**config.mk**
```make
export PLATFORM = sky130hd
export DESIGN_NAME = addsub_seq_ctrl
export DESIGN_NICKNAME = d
export VERILOG_FILES = /design/src/rtl/addsub_seq_ctrl.sv
export SDC_FILE = /design/constraint.sdc
export NUM_CORES = 1
export LEC_CHECK = 0
export CAP_MARGIN = 20
export CELL_PAD_IN_SITES_DETAIL_PLACEMENT = 1
export CELL_PAD_IN_SITES_GLOBAL_PLACEMENT = 2
export CORE_AREA = 5 5 96 98
export CTS_CLUSTER_DIAMETER = 80
export DETAILED_ROUTE_END_ITERATION = 10
export DIE_AREA = 0 0 101 103
export PLACE_DENSITY = 0.83
export SLEW_MARGIN = 20
export SYNTH_ARGS = -nofsm -noshare
export SYNTH_HDL_FRONTEND = slang
export SYNTH_SLANG_ARGS = --single-unit
```
**constraint.sdc**
```tcl
create_clock -name clk -period 3.1 [get_ports clk]
set_input_delay 0.62 -clock clk [delete_from_list [all_inputs] [get_ports clk]]
set_output_delay 0.62 -clock clk [all_outputs]
set_load 0.01 [all_outputs]
```
**src/rtl/addsub_seq_ctrl.sv**
```systemverilog
// Word-serial wide add/subtract sequencer over a single W-bit CLA slice.
// Optional: define ADDSUB_SEQ_SAT_EN for signed saturation on overflow.
module addsub_seq_ctrl #(
  parameter int W = 4,
  parameter int N = 4
) (
  input  logic         clk,
  input  logic         rst_n,
  input  logic         start,
  input  logic         M,
  input  logic [W*N-1:0] A,
  input  logic [W*N-1:0] B,
  output logic         ready,
  output logic         done,
  output logic [W*N-1:0] S,
  output logic         C,
  output logic         V
);

  localparam int WN = W * N;
  localparam int IW = (N > 1) ? $clog2(N) : 1;

`ifdef ADDSUB_SEQ_SAT_EN
  localparam bit SatEn = 1'b1;
`else
  localparam bit SatEn = 1'b0;
`endif

  typedef enum logic [1:0] {
    IDLE,
    RUN,
    DONE
  } state_e;

  state_e state_q, state_d;

  logic [WN-1:0] a_q, a_d;
  logic [WN-1:0] b_q, b_d;
  logic [WN-1:0] s_q, s_d;
  logic [IW-1:0] idx_q, idx_d;
  logic          cy_q, cy_d;
  logic          c_q, c_d;
  logic          v_q, v_d;

  int            base;
  logic [W-1:0]  wa, wb, wp, wg, wsum;
  logic [W:0]    wc;
  logic          gen, term, prop;
  logic          last;

  // CLA slice on the current word, carries in lookahead form
  always_comb begin
    base = int'(idx_q) * W;
    wa   = a_q[base +: W];
    wb   = b_q[base +: W];
    wp   = wa ^ wb;
    wg   = wa & wb;
    wc   = '0;
    gen  = 1'b0;
    term = 1'b0;
    prop = 1'b0;
    wc[0] = cy_q;
    for (int i = 0; i < W; i++) begin
      gen = 1'b0;
      for (int j = 0; j <= i; j++) begin
        term = wg[j];
        for (int k = j + 1; k <= i; k++) begin
          term = term & wp[k];
        end
        gen = gen | term;
      end
      prop = cy_q;
      for (int k = 0; k <= i; k++) begin
        prop = prop & wp[k];
      end
      wc[i+1] = gen | prop;
    end
    wsum = wc[W-1:0] ^ wp;
  end

  assign last = (idx_q == IW'(N - 1));

  // Next-state: accept, step words LSW first, finalize flags
  always_comb begin
    state_d = state_q;
    a_d     = a_q;
    b_d     = b_q;
    s_d     = s_q;
    idx_d   = idx_q;
    cy_d    = cy_q;
    c_d     = c_q;
    v_d     = v_q;
    unique case (state_q)
      IDLE: begin
        if (start) begin
          a_d     = A;
          b_d     = B ^ {WN{M}};
          cy_d    = M;
          idx_d   = '0;
          s_d     = '0;
          state_d = RUN;
        end
      end
      RUN: begin
        s_d[base +: W] = wsum;
        cy_d  = wc[W];
        idx_d = idx_q + 1'b1;
        if (last) begin
          idx_d   = '0;
          c_d     = wc[W];
          v_d     = wc[W] ^ wc[W-1];
          state_d = DONE;
          if (SatEn && v_d) begin
            s_d = a_q[WN-1] ? {1'b1, {(WN-1){1'b0}}}
                            : {1'b0, {(WN-1){1'b1}}};
          end
        end
      end
      DONE: begin
        state_d = IDLE;
      end
      default: begin
        state_d = IDLE;
      end
    endcase
  end

  // State and datapath registers
  always_ff @(posedge clk or negedge rst_n) begin
    if (!rst_n) begin
      state_q <= IDLE;
      a_q     <= '0;
      b_q     <= '0;
      s_q     <= '0;
      idx_q   <= '0;
      cy_q    <= 1'b0;
      c_q     <= 1'b0;
      v_q     <= 1'b0;
    end else begin
      state_q <= state_d;
      a_q     <= a_d;
      b_q     <= b_d;
      s_q     <= s_d;
      idx_q   <= idx_d;
      cy_q    <= cy_d;
      c_q     <= c_d;
      v_q     <= v_d;
    end
  end

  assign ready = (state_q == IDLE);
  assign done  = (state_q == DONE);
  assign S     = s_q;
  assign C     = c_q;
  assign V     = v_q;

endmodule

```
# Yosys cells after proc, flatten, opt, wreduce, memory -nomap -nowiden
# Cells that the tools add are included.
[word_totals]
reg_bits = 55
word_cells = 61
[classes]
add_sub_neg = 2
eq_ne = 5
shifts = 4
mux = 11
n_bitwise = 25
reduce_logical = 6
[op_table]
columns = ["cell", "n"]
rows = [
  ["4-bit negator with 33-bit output", 1],
  ["4-bit by 33-bit variable shift with 16-bit output (first input constant)", 1],
  ["4-bit by 33-bit indexed part select with 16-bit output", 1],
  ["16-bit case mux with 2 select lines", 1],
  ["16-bit by 5-bit indexed part select with 4-bit output", 2],
  ["16-bit bitwise mux", 1],
  ["16-bit 2-to-1 mux", 1],
  ["16-bit XOR", 1],
  ["1-bit bitwise AND", 10],
  ["1-bit OR", 10],
  ["2-bit 2-to-1 mux", 4],
  ["2-bit case mux with 2 select lines", 2],
  ["2-bit AND reduction", 4],
  ["4-bit XOR", 2],
  ["4-bit bitwise AND", 1],
  ["2-bit equality test (second input constant)", 2],
  ["2-bit != test (second input constant)", 2],
  ["2-bit by 1-bit adder with 2-bit output (second input constant)", 1],
  ["2-bit by 1-bit equality test with 1-bit output (second input constant)", 1],
  ["2-bit logical NOT", 1],
  ["1-bit case mux with 2 select lines", 1],
  ["2-bit nonzero test", 1],
  ["1-bit 2-to-1 mux", 1],
  ["1-bit XOR", 1],
]

# Longest topological paths before layout
# Gate-level depths: netlist (run 1).
[logic_depth]
word_depth = 11
depth_mapped = 7

# Least setup slack after synthesis (run 1)
# No wires, ideal clock.
[synth_path]
kind = "register -> register"
from = "register idx_q[0]"
to = "register s_q[11], in the netlist S[11]"
setup_ns = 0.121
arrival_ns = 2.613
required_time_ns = 2.979
path_slack_ns = 0.365
path_stages_with_launch = 8
cell_sequence = "dfrtp_1 -> buf_2 -> mux4_2 -> ha_1 -> ha_1 -> o211a_4 -> or3_4 -> a32o_2"
[synth_via]
elab_chain_len = 11
[synth_rtl]
columns = ["element", "line_no", "rtl"]
rows = [
  ["start: declaration", "40", "logic [IW-1:0] idx_q, idx_d;"],
  ["start signal: assignment", "144", "idx_q <= idx_d;"],
  ["16-bit by 5-bit indexed part select with 4-bit output, on equally long branches", "54, 55", ""],
  ["4-bit bitwise AND or 4-bit XOR (tied branches)", "57, 56", ""],
  ["1-bit bitwise AND (2 in a row)", "68", "term = term & wp[k];"],
  ["1-bit OR (2 in a row)", "70", "gen = gen | term;"],
  ["1-bit OR", "76", "wc[i+1] = gen | prop;"],
  ["4-bit XOR", "78", "wsum = wc[W-1:0] ^ wp;"],
  ["4-bit by 33-bit indexed part select with 16-bit output", "105", "s_d[base +: W] = wsum;"],
  ["16-bit bitwise mux (*)", "105", ""],
  ["16-bit case mux with 2 select lines (*)", "93", "unique case (state_q)"],
  ["end signal: assignment", "134", "s_q <= '0;"],
  ["end signal: assignment", "143", "s_q <= s_d;"],
  ["end: declaration", "39", "logic [WN-1:0] s_q, s_d;"],
]
# Mark *: on every way between the ends. The rest lies on a longest branch, timed or not.
# A chain may end at the register's enable or synchronous reset.

# Worst setup path after layout (run 1)
[layout_path]
from = "register idx_q[0]"
to = "register s_q[15], in the netlist S[15]"
# The elaborated chain is that of the path after synthesis.

==> summary.md, run 1 <==
| Metric | Value |
|---|---|
| Status | `completed` |
| Dpl hpwl | `5.09 mm` |
| Crit path capture | `S[15]$_DFFE_PN0P_` |
| Core area | `0.00838 mm^2` |
| Mapped Avg Cell Area | `between 10 and 15 um^2` |
| Critical Path AT | `2930 ps` |
| Worst hold slack | `281 ps` |
| Synth Area in Compound Gates | `0.136` |
| Clock root cell | `clkbuf_8` |
| Actual slew at the worst max-slew pin | `between 500 and 600 ps` |
| Largest net degree at the start of global routing | `just over 50` |
| Commonest non-fill, non-tap cell in the layout | `dfrtp_1` |
| Reg power frac | `0.342` |
| Vias per inst | `between 4 and 5` |
| Synthesized area | `0.00271 mm^2` |
| Critical path peak fanout | `6` |
| Initial DRC Count | `26` |
| Grt total ovfl | `0` |
| Fin. max-slew vios | `0` |
| Tcrit/Tclk final | `0.880` |
| Fillers | `approximately 900` |
| Synth Area in Adders | `0.0490` |
| CP top delay family | `multiplexers` |
| Max incr delay on CP | `slightly below 600 ps` |
| Gpl congestion | `0.843` |
| FF+latch count, synth | `between 50 and 60` |
| Register-to-Register Path Depth | `6` |
| Yosys cell types | `39` |
| Worst Path Required | `3300 ps` |
| Die W | `101 um` |
| First-pass GRT wire length | `10.7 mm` |
| Synth warnings | `0` |
| Pleak | `1.43 nW` |
| Initial core utilization | `0.323` |
| Cell Int Power | `between 2 and 2.5 mW` |
| Final setup TNS | `0 ps` |
| Min-delay worst type | `in2async` |
| Postcts setup bufs | `0` |
| Clock latency on the worst-skew pair | `310 ps` |
| Crit. End Element | `flip-flop` |
| Routed len/inst | `roughly 17 um` |
| Vias in the first global route | `around 2.1k` |
| Layout cells sized above 1 | `0.161` |
| Combinational Power Share | `0.547` |
| Worst Path Buf+Inv | `0` |
| Crit path kind | `reg2reg` |
| Worst path depth | `6` |
| # port buffers | `55` |
| Pwr per Cell Area | `1090 mW/mm^2` |
| RSZ-0062 raised after global routing | `false` |
| Min Tclk post-route | `approximately 2700 ps` |
| CTS tree | `done` |
| Worst rel slew slack | `0.639` |
| Element type at the critical path start | `flip-flop` |
| Slowest-stage cell, CP | `mux4_2` |
| Syn Nets | `roughly 260` |
| Psw | `around 1.5 mW` |
| Total track usage | `0.132` |
| Critical Path Most Common Cell | `ha_1` |
| Layout net count | `318` |
| FF-to-FF End | `S[15]$_DFFE_PN0P_` |
| Fmax | `roughly 0.37 GHz` |
| Final-report hold violation count | `0` |
| Number of buffers created by CTS | `5` |
| Drt first pass iters | `4` |
| XOR/XNOR Fraction of Synth Area | `0.0550` |
| Flop-to-flop setup slack | `approximately 370 ps` |
| DRC viols | `0` |
| Worst Setup SP | `idx_q[0]$_DFFE_PN0P_` |
| Rows | `34` |
| Sw Ratio | `0.402` |
| Cell count after synthesis | `around 220` |
| Max Root-Sink Buffers | `2` |
| Multi-input logic area | `about 0.0013 mm^2` |
| Post-synthesis mux area share | `0.133` |
| TritonCTS Sinks | `between 50 and 60` |
| Die area | `between 0.01 and 0.015 mm^2` |
| Setup violators final | `0` |
| Most frequent cells in the layout | `55 x dfrtp_1, 54 x clkdlybuf4s50_1, 20 x nor2_1` |
| Clk slew on worst S/H paths | `approximately 100 ps` |
| Layout area overhead | `28.1%` |
| Post-cts resize count | `0` |
| Post-synthesis simple-gate area fraction | `0.0938` |
| Max-cap violations | `0` |
| Clock share of power | `0.110` |
| Post-CTS Hold Buffers | `0` |
| Die height | `roughly 100 um` |
| Largest family of logic cells by synthesized area | `compound AO/OA/AOI/OAI gates` |
| Crit path cell chain | `mux4_2, ha_1, ha_1, o211a_4, or3_4, a32o_2` |
| CTS HTree Levels | `2` |
| Total routed wirelength | `between 6 and 7 mm` |
| Ant diodes | `0` |
| Detail Route Antenna Nets | `0` |
| Sequential cell area | `0.00138 mm^2` |
| Reg2reg start | `idx_q[0]$_DFFE_PN0P_` |
| Initial antenna violation count | `0` |
| Clock skew | `around 7 ps` |
| Total I/O pin count | `between 50 and 60` |
| Peak supply drop | `approximately 0.37 mV` |
| Vias | `between 1.5k and 2k` |
| Seq/Total Area, Yosys | `0.508` |
[layout make-up]
cell class	instances	area share
sequential	55	0.397
multi-input combinational	147	0.366
timing repair buffer	60	0.168
tap	108	0.0389
clock buffer	7	0.0249
inverter	3	0.00324
clock inverter	1	0.00252
[power by group through the flow]
stage               logic, mW  registers [mW]  clock network (mW)
floorplan                1.47            1.23                   0
global placement         2.02            1.31                   0
detailed placement       2.10            1.32                   0
CTS                      2.11            1.30               0.433
global route             2.30            1.35               0.456
finish                   2.07            1.29               0.417
[synth_stat cells]
library cell | number | area, um^2
nor2b_1 | 3 | 18.8
o21a_1 | 1 | 7.51
a32o_1 | 2 | 20.0
o31ai_1 | 2 | 15.0
o22ai_1 | 1 | 6.26
mux4_2 | 8 | 180
a22o_1 | 12 | 105
a32o_2 | 2 | 22.5
xor2_1 | 1 | 8.76
nor3b_2 | 1 | 12.5
nand3b_1 | 1 | 7.51
nor2_1 | 20 | 75.1
nand2_1 | 7 | 26.3
o211a_4 | 1 | 17.5
and3b_1 | 2 | 17.5
mux2_2 | 16 | 180
nor3b_1 | 1 | 7.51
dfrtp_1 | 55 | 1380
or3_2 | 1 | 7.51
clkbuf_1 | 2 | 7.51
and3_1 | 1 | 6.26
a21oi_1 | 17 | 85.1
a21o_1 | 5 | 37.5
fa_1 | 1 | 20.0
buf_2 | 10 | 50.1
inv_1 | 3 | 11.3
or3_1 | 1 | 6.26
a211oi_1 | 1 | 7.51
a31oi_1 | 1 | 6.26
and2_1 | 1 | 6.26
nor4b_4 | 1 | 23.8
o22a_1 | 1 | 8.76
a211o_1 | 1 | 8.76
o21ai_0 | 4 | 20.0
xnor2_1 | 16 | 140
or3_4 | 1 | 11.3
and4_1 | 1 | 8.76
nand2b_1 | 3 | 18.8
ha_1 | 9 | 113
[sequential cells by signal, indices dropped and copies added (netlist names)]
signal   flops
state_q      2
C            1
S           16
idx_q        2
V            1
b_q         16
a_q         16
cy_q         1
[logic make-up after synthesis]
group / Yosys count
buffers and inverters: 15
adder cells (fa/ha/maj): 10
multiplexers: 24
flip-flops: 55
AO/OA/AOI/OAI: 51
AND/OR/NAND/NOR: 45
XOR/XNOR: 17
[layer usage]
metal / track usage / part of all wire / vias to the layer above
met1: 0.159 / 0.42 / 952
met4: 0.0358 / 0.016 / 0
met3: 0.0298 / 0.044 / 9
met5: 0 / 0 / -
li1: - / - / 892
met2: 0.237 / 0.52 / 42
[worst reg2reg max path: stages, from the launching register on]
cell,delay (ps)
dfrtp_1,560
mux4_2,590
ha_1,310
ha_1,210
o211a_4,280
or3_4,400
a32o_2,270
[metrics by stage]
step / total power, mW / util / cell area [um^2] / setup slack (ps) / std cells
after floorplan: 2.70 / - / 2710 / 365 / 217
after global placement: 3.32 / 0.403 / 3380 / 430 / 373
after detailed placement: 3.42 / 0.403 / 3380 / 360 / 373
after CTS: 3.85 / 0.414 / 3470 / 343 / 381
after global routing: 4.10 / 0.414 / 3470 / 193 / 381
final: 3.78 / 0.414 / 3470 / 372 / 381
[how the worst min path moves through the flow]
stage                     cells past startpoint                    to               start  slack, ps
after global placement                        1      S[3]$_DFFE_PN0P_    S[3]$_DFFE_PN0P_        480
after detailed placement                      1    a_q[8]$_DFFE_PN0P_  a_q[8]$_DFFE_PN0P_        490
after floorplan                               0         C$_DFFE_PN0P_               rst_n        320
final                                         1     S[10]$_DFFE_PN0P_               rst_n        280
after global routing                          1  idx_q[1]$_DFFE_PN0P_               rst_n        310
after CTS                                     1  idx_q[1]$_DFFE_PN0P_               rst_n        300
No activity file was read; power rests on OpenSTA's default activity.
==> run 2, diff against run 1 <==
--- a/config.mk
+++ b/config.mk
@@ -17,3 +17,4 @@
 export SYNTH_ARGS = -nofsm -noshare
 export SYNTH_HDL_FRONTEND = slang
 export SYNTH_SLANG_ARGS = --single-unit
+export TNS_END_PERCENT = 20
==> results of run 2 <==
Final layout, timing and power as in run 1 (identical DEF).
